==> src/rtl/noc_vc_fifo.sv <==
// Multi-channel virtual-channel FIFO for the NoC router input stage.
// Shared load/consume ports, per-channel queues, registered flags.
module noc_vc_fifo #(
    parameter int BIT_WIDTH = 16,
    parameter int ADDR_LEN  = 3,
    parameter int N_CH      = 2,
    parameter int AF_LEVEL  = 6,
    localparam int CH_W     = (N_CH > 1) ? $clog2(N_CH) : 1
) (
    input  logic                 clk,
    input  logic                 rst_n,
    input  logic                 load,
    input  logic [CH_W-1:0]      load_ch,
    input  logic [BIT_WIDTH-1:0] data_in,
    input  logic                 consume,
    input  logic [CH_W-1:0]      consume_ch,
    output logic [BIT_WIDTH:0]   data_out,
    output logic [N_CH-1:0]      empty,
    output logic [N_CH-1:0]      full,
    output logic [N_CH-1:0]      almost_full,
    output logic                 overflow,
    output logic                 underflow
);

    localparam int DEPTH = 1 << ADDR_LEN;
    localparam int NSEL  = 1 << CH_W;

    typedef logic [ADDR_LEN-1:0] ptr_t;
    typedef logic [ADDR_LEN:0]   cnt_t;

    localparam ptr_t PTR_ONE  = ptr_t'(1);
    localparam cnt_t CNT_ONE  = cnt_t'(1);
    localparam cnt_t CNT_ZERO = cnt_t'(0);
    localparam cnt_t CNT_FULL = cnt_t'(DEPTH);
    localparam cnt_t CNT_AF   = cnt_t'(AF_LEVEL);

    typedef enum logic [1:0] {
        ST_EMPTY,
        ST_RDY,
        ST_FULL
    } ch_state_e;

    logic [BIT_WIDTH-1:0] mem [N_CH][DEPTH];

    ptr_t      wr_ptr    [N_CH];
    ptr_t      rd_ptr    [N_CH];
    cnt_t      count     [N_CH];
    cnt_t      count_nxt [N_CH];
    ch_state_e state     [N_CH];
    ch_state_e state_nxt [N_CH];

    logic [NSEL-1:0]      ch_ok;
    logic                 ld_hit;
    logic                 cs_hit;
    logic [N_CH-1:0]      ld_sel;
    logic [N_CH-1:0]      cs_sel;
    logic [N_CH-1:0]      wr_en;
    logic [N_CH-1:0]      rd_en;
    logic [N_CH-1:0]      af_q;
    logic [BIT_WIDTH-1:0] rd_word;
    logic [BIT_WIDTH-1:0] flit_q;
    logic                 valid_q;
    logic                 ovf_q;
    logic                 unf_q;

    // Indices beyond N_CH select nothing, so such requests are silently ignored.
    always_comb begin
        ch_ok = '0;
        for (int i = 0; i < NSEL; i++) begin
            ch_ok[i] = (i < N_CH);
        end
    end

    assign ld_hit = load && ch_ok[load_ch];
    assign cs_hit = consume && ch_ok[consume_ch];

    // A full channel still accepts a write when the same edge frees a slot.
    always_comb begin
        ld_sel = '0;
        cs_sel = '0;
        rd_en  = '0;
        wr_en  = '0;
        for (int c = 0; c < N_CH; c++) begin
            ld_sel[c] = ld_hit && (load_ch == CH_W'(c));
            cs_sel[c] = cs_hit && (consume_ch == CH_W'(c));
            rd_en[c]  = cs_sel[c] && (state[c] != ST_EMPTY);
            wr_en[c]  = ld_sel[c] && ((state[c] != ST_FULL) || rd_en[c]);
        end
    end

    always_comb begin
        for (int c = 0; c < N_CH; c++) begin
            count_nxt[c] = count[c];
            state_nxt[c] = ST_RDY;
            unique case ({wr_en[c], rd_en[c]})
                2'b10:   count_nxt[c] = count[c] + CNT_ONE;
                2'b01:   count_nxt[c] = count[c] - CNT_ONE;
                default: count_nxt[c] = count[c];
            endcase
            unique case (1'b1)
                (count_nxt[c] == CNT_ZERO): state_nxt[c] = ST_EMPTY;
                (count_nxt[c] == CNT_FULL): state_nxt[c] = ST_FULL;
                default:                    state_nxt[c] = ST_RDY;
            endcase
        end
    end

    always_comb begin
        rd_word = '0;
        for (int c = 0; c < N_CH; c++) begin
            if (rd_en[c]) begin
                rd_word = mem[c][rd_ptr[c]];
            end
        end
    end

    always_ff @(posedge clk or negedge rst_n) begin
        if (!rst_n) begin
            for (int c = 0; c < N_CH; c++) begin
                wr_ptr[c] <= '0;
                rd_ptr[c] <= '0;
                count[c]  <= '0;
                state[c]  <= ST_EMPTY;
            end
            af_q <= '0;
        end else begin
            for (int c = 0; c < N_CH; c++) begin
                if (wr_en[c]) begin
                    wr_ptr[c] <= wr_ptr[c] + PTR_ONE;
                end
                if (rd_en[c]) begin
                    rd_ptr[c] <= rd_ptr[c] + PTR_ONE;
                end
                count[c] <= count_nxt[c];
                state[c] <= state_nxt[c];
                af_q[c]  <= (count_nxt[c] >= CNT_AF);
            end
        end
    end

    // Storage is not reset; a full-channel write lands on the slot being read,
    // which still yields the old flit because the read samples before update.
    always_ff @(posedge clk) begin
        for (int c = 0; c < N_CH; c++) begin
            if (wr_en[c]) begin
                mem[c][wr_ptr[c]] <= data_in;
            end
        end
    end

    always_ff @(posedge clk or negedge rst_n) begin
        if (!rst_n) begin
            valid_q <= 1'b0;
            flit_q  <= '0;
            ovf_q   <= 1'b0;
            unf_q   <= 1'b0;
        end else begin
            valid_q <= |rd_en;
            if (|rd_en) begin
                flit_q <= rd_word;
            end
            ovf_q <= |(ld_sel & ~wr_en);
            unf_q <= |(cs_sel & ~rd_en);
        end
    end

    always_comb begin
        for (int c = 0; c < N_CH; c++) begin
            empty[c] = (state[c] == ST_EMPTY);
            full[c]  = (state[c] == ST_FULL);
        end
    end

    assign almost_full = af_q;
    assign data_out    = {valid_q, flit_q};
    assign overflow    = ovf_q;
    assign underflow   = unf_q;

endmodule

==> config.mk <==
export PLATFORM = sky130hd
export DESIGN_NAME = noc_vc_fifo
export DESIGN_NICKNAME = d
export VERILOG_FILES = /design/src/rtl/noc_vc_fifo.sv
export SDC_FILE = /design/constraint.sdc
export NUM_CORES = 1
export LEC_CHECK = 0
export ABC_CLOCK_PERIOD_IN_PS = 3400
export BUFFER_PORTS_ARGS = -buffer_cell sky130_fd_sc_hd__buf_2
export CORE_MARGIN = 2
export CORE_UTILIZATION = 55
export CTS_CLUSTER_SIZE = 16
export DETAILED_ROUTE_END_ITERATION = 12
export PLACE_DENSITY = 0.76
export REMOVE_ABC_BUFFERS = 1
export SYNTH_ARGS = -nofsm -noshare
export SYNTH_HDL_FRONTEND = slang
export SYNTH_SLANG_ARGS = --single-unit
==> constraint.sdc <==
create_clock -name clk -period 3.4 [get_ports clk]
set_clock_uncertainty 0.05 [all_clocks]
set_input_delay 0 -clock clk [delete_from_list [all_inputs] [get_ports clk]]
set_output_delay 0 -clock clk [all_outputs]
set_load 0.05 [all_outputs]
**Word level (Yosys, flattened, before mapping)**

Memories as Yosys holds them, arrays and structs flattened.
Index checks and enable logic that the tools add are counted.

- Register bits after elaboration: 45
- Output and inout bits: 25
- Memories kept: 1
- Input port bits: 22
- RAM bits: 256

Memories:

| memory | words | width | read ports | clocked after Yosys merged registers in | wr ports | line | text |
|---|---|---|---|---|---|---|---|
| mem | 2 | 128 | 2 | 0 | 1 | 43 | `logic [BIT_WIDTH-1:0] mem [N_CH][DEPTH];` |

- Reductions and logical operators: 24
- Order comparisons: 10
- Add/subtract/negate cells: 8
- Equal/unequal tests: 10
- Mux-type cells: 25
- Bitwise gates (word level): 10

Operators with widths:

| operator | count |
|---|---|
| $mux 128 | 4 |
| $mux 16 | 8 |
| $reduce_or 128->1 | 1 |
| $bmux 16 s3 | 2 |
| $demux 16 s3 | 2 |
| $ge 4x4->1 const B | 4 |
| $not 3->4 | 4 |
| $pmux 4 s2 | 2 |
| $add 3x1->3 const B | 4 |
| $logic_and 1x1->1 | 12 |
| $add 4x1->4 const B | 2 |
| $eq 2x2->1 const B | 4 |
| $eq 4x4->1 const B | 2 |
| $ge 4x3->1 const B | 2 |
| $logic_not 4->1 | 2 |
| $lt 4x1->1 const B | 2 |
| $pmux 2 s2 | 2 |
| $sub 4x1->4 const B | 2 |
| $reduce_or 2->1 | 3 |
| $mux 1 | 5 |
| $and 2x2->2 | 2 |
| $eq 2x1->1 const B | 2 |
| $logic_not 2->1 | 2 |
| $lt 1x2->1 const B | 2 |
| 5 further kinds | 10 |

**Longest topological paths before layout**

Gate-level depths: netlist of the first run.

- Depth in word-level cells: 11
- Mapped depth: 10
- Mapped depth without buffers: 9

**Worst setup path before layout of the first run**

OpenSTA, ideal clock, no wires.

- Path kind: register to register
- Start: register state[1] (netlist name)
- End: memory mem[0][240] (netlist name) (enable)
- Arrival time: 2.419 ns
- Cell stages (with the launch flop): 5
- Period minus slack after synthesis: 2.878 ns
- Buffers on the path: 0
- Setup time: 0.409 ns
- Slack: 0.522 ns
- Data required time: 2.941 ns
- Path through: dfrtp_1 -> nor2b_1 -> a21oi_1 -> nand2b_1 -> nor3_1

- Cells in the longest elaborated chain, start to end: 8
- Elaborated cells between the ends (all ways): 10
- Those cells by class: eq/ne (1); mux (4); reduce/logical (5)

RTL lines:

| item | line | text |
|---|---|---|
| start, declared | 49 | `ch_state_e state [N_CH];` |
| start signal, assigned by index | 135 | `state[c] <= state_nxt[c];` |
| $reduce_bool 2->1 | 86 | `rd_en[c] = cs_sel[c] && (state[c] != ST_EMPTY);` |
| $logic_and 1x1->1 | 86 |  |
| $logic_or 1x1->1 * | 87 | `wr_en[c] = ld_sel[c] && ((state[c] != ST_FULL) \|\| rd_en[c]);` |
| $logic_and 1x1->1 * | 87 |  |
| $mux 1 * | 145 | `if (wr_en[c]) begin` |
| $mux 128 (implied by the code) * | 146 | `mem[c][wr_ptr[c]] <= data_in;` |
| $reduce_or 128->1 (no source line) | - |  |
| $mux 1 (no source line) / $mux 128 (equally long branches) | - |  |
| end, declared | 43 |  |

Mark *: on every way between the ends. The rest lies on a longest branch, timed or not.

**Final worst setup path of the first run**

- Start: register state[3] (netlist name)
- End: register af_q[0], in the netlist almost_full[0]

- Cells in the longest elaborated chain, start to end: 7
- Elaborated cells between the ends (all ways): 9
- Those cells by class: order compare (1); eq/ne (3); mux (1); reduce/logical (4)

RTL lines:

| item | line | text |
|---|---|---|
| $reduce_bool 2->1 | 86 |  |
| $logic_and 1x1->1 | 86 |  |
| $logic_or 1x1->1 | 87 |  |
| $logic_and 1x1->1 | 87 |  |
| $eq 2x1->1 / $eq 2x2->1 (equally long branches) | 95 | `unique case ({wr_en[c], rd_en[c]})` |
| $pmux 4 s2 * | 95 |  |
| $ge 4x3->1 * | 136 | `af_q[c] <= (count_nxt[c] >= CNT_AF);` |
| end signal, assigned by index | 136 |  |
| end, declared | 59 | `logic [N_CH-1:0] af_q;` |

Marks and branches as above.
A chain may end at the register's enable or synchronous reset.

==> results.toml, run 1 <==
[cts]
cts_sinks = 301
worstSkewPairLatency_ps = 550
root_buffer = "clkbuf_16"
cts_buffers = 28
post_cts_buffers = 0
htreeDepth = 1
clk_pin_slew_worst_paths_ps = 60
cts_resized = 0
clk_path_buf_depth = 3
cts_hold_buf = 23
tritoncts = "yes"

[grt]
antenna_found_initial = 0
grt-ovfl-total = 0
grtUsageMet3 = 0.0251
use_met1 = 0.264
grt-busiest-layer = "met2"
met2_usage = 0.352
grtUsageTotal = 0.201
grt_max_degree = 67
grt_pass1_vias = 6377
grt_pass1_wl_um = 35800

[synthesis]
synth-seq-cells = 301
ys.flop_type = "edfxtp_1"
syn_area_um2 = 12000
async_flop_share = 0.150
synth_edf_count = 256
seq_area_frac_synth = 0.733
yosysWarningCount = 0
ys_types = 49
netlist_instances = 646
syn_area_per_cell_um2 = 18.6

[place]
place_congestion = 0.894
port_buffers = 46
hpwl_um = 13900

[pwr]
ir_drop_mv = 0.374
leakagePower_nw = 4.82
power_mw = 11.3
power_density_nw_per_um2 = 829

[route]
vias = 6105
wl_um = 22900
ant_nets = 0
drc_errors = 0
viasPerCell = 5.89
drtPass1Iterations = 5
routedWlPerCell_um = 22.1
drt_iter0_markers = 514

[sta]
max_freq_mhz = 396
rsz0062_at_grt = "no"
tightest_slew_ps = 1050
drv_slew = 0
finalHoldViolCount = 0
finalCritPeriodShare = 0.743
relSlewSlack = 0.299
period_minus_slack_ps = 2530
fin_tns_setup_ps = 0
final-setup-viol-count = 0

[floorplanning]
die_area_um2 = 23100
start_util = 0.556
die_y_um = 152
ioPinCount = 47
placementRows = 54
die_width_um = 152
core_um2 = 21600

[worst_setup_path]
end_kind = "flop"
start_kind = "flop"
crit_required_ps = 3750
arrival_ps = 2880
path_class = "reg2reg"
cp_max_fo = 22

[final_layout]
fillers = 1438
ff_latch_area_um2 = 8820
final_nets = 766
antenna_cells = 0
drive_gt1_frac = 0.235
syn_to_final_growth_pct = 13.6
multi_input_area_um2 = 2940

[outcome]
status = "complete, no violations"

[job]
cap_violations = 0

[min_path]
min_path_type = "in2async"
synth_stat cells (all sizes together) (2+ instances only):
master,number,area share
a21oi,6,0.0034
fa,2,0.0033
buf,31,0.019
dfrtp,45,0.094
or2,2,0.0010
and2,2,0.0010
nor2b,5,0.0026
nor3,7,0.0029
nand2b,8,0.0042
ha,8,0.0083
o21ai,16,0.0067
nand2,18,0.0060
nor2,23,0.0072
xor2,4,0.0029
inv,13,0.0041
mux4,32,0.060
a221oi,16,0.017
o22ai,16,0.0083
mux2,35,0.033
clkbuf,3,0.0012
edfxtp,256,0.64
xnor2,11,0.0080
a32oi,16,0.012
mux2i,54,0.045
a21o,2,0.0012
nand3,4,0.0021
final timing paths:
kind	start	end	slack [ps]	cells after the start
hold / removal	rst_n	flit_q[4]	130	2
max in group asynchronous	rst_n	rd_ptr[4]	2480	2
setup / recovery	state[3]	almost_full[0]	870	9
setup reg to reg	state[3]	almost_full[0]	870	9
hold reg to reg	flit_q[7]	flit_q[7]	460	2
min in group clk	data_in[11]	mem[0][75]	350	2
registers in the layout (all words and copies together) (netlist names):
| register | cells |
|---|---|
| valid_q | 1 |
| flit_q | 16 |
| state | 4 |
| underflow | 1 |
| wr_ptr | 6 |
| almost_full | 2 |
| count | 8 |
| overflow | 1 |
| rd_ptr | 6 |
| mem | 256 |
logic make-up (layout without fill, tap and decap cells):
group,count (synthesis),count (layout),synth area share
flops,301,301,0.733
buf+inv,47,157,0.0241
xor+xnor,15,15,0.0109
compound gates,79,79,0.0531
simple gates,73,73,0.0294
fa+ha+maj,10,10,0.0117
mux,121,121,0.138
power by group:
group / leakage [nW] / switching (mW) / internal, mW / total, mW
Sequential: 2.85 / 0.379 / 4.52 / 4.90
Clock: 0.416 / 1.27 / 1.66 / 2.93
Combinational: 1.56 / 2.08 / 1.41 / 3.50
Total: 4.82 / 3.73 / 7.59 / 11.3
final cells by class:
class / instances / share of cell area
Sequential cell: 301 / 0.645
Multi-Input combinational cell: 298 / 0.215
Clock buffer: 35 / 0.0532
Timing Repair Buffer: 92 / 0.0473
Tap cell: 280 / 0.0256
Clock inverter: 17 / 0.00998
Inverter: 13 / 0.00357
through the flow:
step,hold slack [ps],cell area (µm²),std cells,setup WS [ps],util
3_3_place_gp,154,12600,961,986,0.581
6_report,133,13700,1036,874,0.632
5_1_grt,223,13700,1036,731,0.632
4_1_cts,149,13700,1036,859,0.632
3_5_place_dp,172,12600,961,891,0.581
2_1_floorplan,-346,11800,612,339,-
layer usage:
metal / up-vias / wire length, µm
li1: 2746 / -
met1: 3160 / 9430
met2: 152 / 11900
met3: 47 / 955
met4: 0 / 591
met5: - / 0
cells in the final DEF, fill, tap and decap left out, types with 5 or more instances in the layout:
cell type and count:
dfrtp_1 43, ha_1 8, mux2i_1 54, o21ai_1 16
nand2b_1 8, edfxtp_1 256, mux2_1 17, clkinv_1 10
a21oi_1 5, a221oi_1 6, clkbuf_16 28, inv_1 11
a221oi_2 10, a32oi_1 16, mux2_2 18, clkbuf_1 7
xnor2_1 11, nor2_1 23, buf_4 22, o22ai_1 16
dlygate4sd3_1 23, mux4_2 32, nor2b_1 5, nand2_1 16
buf_2 46
worst max-delay path: stages (launching register included):
cell	delay, ps
dfrtp_1	380
or2_2	500
nand3_2	200
inv_1	90
ha_1	280
a21o_1	180
a21oi_1	170
mux2i_1	240
xnor2_1	190
o31ai_1	110
Note: power is estimated with default switching activity, not from simulation.
==> inputs of run 2 (changes only) <==
Settings changed: ABC_CLOCK_PERIOD_IN_PS 3400 to 2100, PLACE_DENSITY 0.76 to 0.79.
Clock period 3.4 ns to 2.1 ns, I/O delays scaled along.
==> run 2 against run 1 <==
Against the previous run:
- the flow now finishes with violations (setup timing)
- clock power up 69%
- critical path type unchanged
- wire length up 5.7%
- critical path depth unchanged
- highest routed layer unchanged
==> results.toml, run 2 (synthesis results as in run 1) <==
[outcome]
status = "complete, but fails checks"
violations = "setup timing"

[grt]
met2_usage = 0.363
use_met1 = 0.278
grtUsageTotal = 0.209
grtUsageMet3 = 0.0265
antenna_found_initial = 1
grt-busiest-layer = "met2"
grt_pass1_wl_um = 37500
grt-ovfl-total = 0
grt_pass1_vias = 6620
grt_max_degree = 37

[final_layout]
fillers = 1375
postLayoutCellArea_um2 = 14300
multi_input_area_um2 = 3030
ff_latch_area_um2 = 8820
syn_to_final_growth_pct = 18.6
layout_commonest_cell = "edfxtp_1"
final_cell_mix = "edfxtp_1 (256), mux2i_1 (53), buf_2 (46)"
drive_gt1_frac = 0.299
final_nets = 800
largest_reg_flops = 256

[floorplanning]
die_width_um = 152
die_y_um = 152
core_um2 = 21600
placementRows = 54
ioPinCount = 47
start_util = 0.556
die_area_um2 = 23100

[worst_setup_path]
crit_start = "state[1]"
r2r_cells = 9
reg2reg_to = "almost_full[1]"
start_kind = "flop"
r2r-start = "state[1]"
arrival_ps = 2570
crit_required_ps = 2440
cp_max_fo = 3
end_kind = "flop"
critPathCapture = "almost_full[1]"
r2r_slack_ps = -140
path_class = "reg2reg"

[cts]
cts_sinks = 301
clk_pin_slew_worst_paths_ps = 60
tritoncts = "yes"
htreeDepth = 1
clk_path_buf_depth = 3
worstSkewPairLatency_ps = 550
root_buffer = "clkbuf_16"
cts_buffers = 28

[sta]
tightest_slew_ps = 853
fin_ws_ps = -136
relSlewSlack = 0.432
finalHoldViolCount = 0
final-setup-viol-count = 6
drv_slew = 0
rsz0062_at_grt = "yes"
fin_tns_setup_ps = -401
period_minus_slack_ps = 2240
finalCritPeriodShare = 1.06
max_freq_mhz = 447
worst_hold_slack_ps = 53.9

[route]
drtPass1Iterations = 5
routedWlPerCell_um = 22.6
wl_um = 24200
viasPerCell = 5.91
drc_errors = 0
vias = 6333
drt_iter0_markers = 606
ant_nets = 0

[pwr]
ir_drop_mv = 0.646
power_density_nw_per_um2 = 1350
leakagePower_nw = 5.08

[place]
hpwl_um = 14900
port_buffers = 46
place_area_um2 = 12900
place_congestion = 0.767

[job]
cap_violations = 0

[min_path]
min_path_type = "in2reg"
==> run 2: cell types whose count changed in the layout (fill, tap and decap cells not counted), moves of 3 or more <==
cell,delta
a21oi_2,+3
clkinv_2,+5
clkinv_1,-5
buf_12,+14
buf_4,+20
clkbuf_1,-3
a21oi_1,-3
==> run 2: cell type report <==
| class | instances | share of cell area |
|---|---|---|
| sequential | 301 | 0.618 |
| tap | 280 | 0.0246 |
| timing repair buffer | 126 | 0.0765 |
| clock buffer | 33 | 0.0512 |
| clock inverter | 19 | 0.0127 |
| multi-input combinational | 298 | 0.213 |
| antenna | 1 | 0.000176 |
| inverter | 13 | 0.00377 |
==> run 2: worst min-delay path by stage <==
stage	from	to	depth (start not counted)
floorplan	rst_n	almost_full[0]	0
global placement	rst_n	count[2]	1
detailed placement	rst_n	count[1]	1
CTS	load_ch	count[4]	5
global route	load_ch	count[4]	5
finish	load_ch	count[4]	5
==> run 2: routing by layer <==
metal  up-vias  part of all wire
met5         -                 0
met4         0             0.028
met1      3259              0.41
met2       205              0.52
met3        50             0.044
li1       2819                 -
==> run 2: critical path, cell delays in order (launching register included) <==
cell      delay, ps
dfrtp_1         410
o211a_4         270
nand2_4          70
inv_4            50
ha_4            200
a21o_1          160
a21oi_2         150
mux2i_1         300
xor2_1          270
o311ai_1        170
==> run 2: timing repair <==
action / CTS / global route
endpoints found under the hold margin: 303 / 0
pin swaps: 8 / 11
resized for setup: 8 / 15
endpoints found under the setup margin: 57 / 34
hold buffers: 22 / 0
buffers inserted: 3 / 5
gates cloned: 0 / 1
==> run 2: report_power, final <==
group | internal [mW] | total, mW | switching, mW | leakage (nW)
clock network | 2.85 | 4.94 | 2.09 | 0.450
registers | 7.32 | 7.83 | 0.509 | 2.85
logic | 2.69 | 6.46 | 3.76 | 1.79
total | 12.9 | 19.2 | 6.36 | 5.08
==> run 2: stage by stage <==
stage | worst slack (ps) | std cells | util | power [mW]
final | -136 | 1071 | 0.659 | 19.2
after global routing | -231 | 1071 | 0.659 | 20.0
after CTS | -43.4 | 1064 | 0.653 | 19.2
after detailed placement | -188 | 987 | 0.598 | 14.0
after global placement | -9.81 | 987 | 0.598 | 13.7
after floorplan | -961 | 612 | - | 12.1
==> inputs of run 3 (changes only) <==
Settings changed: SETUP_SLACK_MARGIN set to 0.05, SLEW_MARGIN set to 5.
==> run 3 against run 2 <==
Against the previous run:
- the run still ends with setup timing left
- critical path depth is the same
- design area grew 0.51%
- die area is the same
- sequential power is essentially flat
- clock power is essentially flat
- cell count grew 0.19%
- largest cell class unchanged
==> results.toml, run 3 (synthesis results as in run 1) <==
[sta]
relSlewSlack = 0.417
rsz0062_at_grt = "yes"
period_minus_slack_ps = 2220
final-setup-viol-count = 3
drv_slew = 0
fin_tns_setup_ps = -347
tightest_slew_ps = 874
finalHoldViolCount = 0
fin_ws_ps = -122
max_freq_mhz = 450
worst_hold_slack_ps = 53.6
finalCritPeriodShare = 1.06

[route]
routedWlPerCell_um = 22.9
drc_errors = 0
ant_nets = 0
vias = 6375
drt_iter0_markers = 578
wl_um = 24600
drtPass1Iterations = 5
viasPerCell = 5.94

[floorplanning]
placementRows = 54
die_area_um2 = 23100
start_util = 0.556
die_y_um = 152
ioPinCount = 47
die_width_um = 152
core_um2 = 21600

[cts]
root_buffer = "clkbuf_16"
clk_pin_slew_worst_paths_ps = 60
tritoncts = "yes"
htreeDepth = 1
cts_buffers = 28
worstSkewPairLatency_ps = 550
clk_path_buf_depth = 3
cts_sinks = 301

[worst_setup_path]
arrival_ps = 2560
crit_required_ps = 2440
end_kind = "flop"
start_kind = "flop"
cp_max_fo = 3
path_class = "reg2reg"

[place]
placedCellCount = 987
hpwl_um = 14900
place_congestion = 0.767
port_buffers = 46
place_area_um2 = 12900
pre_cts_ws_ps = -188

[grt]
grt-ovfl-total = 0
grt_pass1_wl_um = 37500
grtUsageTotal = 0.209
grt_max_degree = 37
grt_pass1_vias = 6618
antenna_found_initial = 1

[final_layout]
drive_gt1_frac = 0.304
largest_reg_flops = 256
final_cell_mix = "edfxtp_1 (256), mux2i_1 (53), buf_2 (46)"
fillers = 1371
syn_to_final_growth_pct = 19.2
postLayoutCellArea_um2 = 14300
layout_commonest_cell = "edfxtp_1"
final_cells = 1073
final_util = 0.663
final_nets = 802

[job]
cap_violations = 0

[pwr]
power_mw = 19.3
power_density_nw_per_um2 = 1350
ir_drop_mv = 0.645
leakagePower_nw = 5.13

[min_path]
min_path_type = "in2reg"

[outcome]
violations = "setup timing"
status = "complete, but fails checks"
-- run 3: cell count changes in the layout (fill, tap and decap cells not counted), sizes merged --
cell,delta
buf,+1
dlygate4sd3,-1
dlymetal6s4s,+1
clkbuf,+1
-- run 3: path summary, 6_finish.rpt --
| check | startpoint | to | slack, ps | cells past startpoint |
|---|---|---|---|---|
| min in group asynchronous | rst_n | count[1] | 60 | 2 |
| worst max-delay path | state[1] | almost_full[1] | -120 | 9 |
| worst min-delay path | load_ch | count[4] | 50 | 5 |
| worst max register to register | state[1] | almost_full[1] | -120 | 9 |
| worst min register to register | flit_q[14] | flit_q[14] | 470 | 2 |
| max in group asynchronous | rst_n | flit_q[9] | 1250 | 3 |
-- run 3: where the power goes --
part / total, mW / switching (mW) / internal [mW]
Clock: 4.95 / 2.09 / 2.85
Combinational: 6.51 / 3.78 / 2.72
Sequential: 7.84 / 0.518 / 7.32
Total: 19.3 / 6.40 / 12.9
-- run 3: metal layers --
metal  global-route usage  part of all wire  up-vias
met1                0.279              0.40     3305
met4               0.0668             0.025        0
met5                    0                 0        -
met2                0.362              0.52      204
li1                     -                 -     2823
met3               0.0265             0.047       43
-- run 3: area by class of cell --
| type | instances | area, µm² | share of cell area |
|---|---|---|---|
| inverter | 13 | 53.8 | 0.00375 |
| clock inverter | 19 | 181 | 0.0127 |
| multi-input combinational | 298 | 3050 | 0.213 |
| sequential | 301 | 8820 | 0.615 |
| clock buffer | 33 | 729 | 0.0509 |
| antenna | 1 | 2.50 | 0.000175 |
| tap | 280 | 350 | 0.0244 |
| timing repair buffer | 128 | 1150 | 0.0800 |
-- run 3: critical path: stages, from the launching register on --
cell and delay, ps:
dfrtp_1 410, o211a_4 270, nand2_4 70, inv_4 50
ha_4 200, a21o_1 160, a21oi_2 150, mux2i_1 290
xor2_1 260, o311ai_1 170
-- run 3: repair_timing --
item / in CTS / in global routing
pin swaps: 8 / 9
resized for setup: 11 / 20
endpoints found under the hold margin: 303 / 0
setup buffers: 3 / 6
setup endpoints to repair: 101 / 90
hold buffers: 22 / 0
cloned: 0 / 2
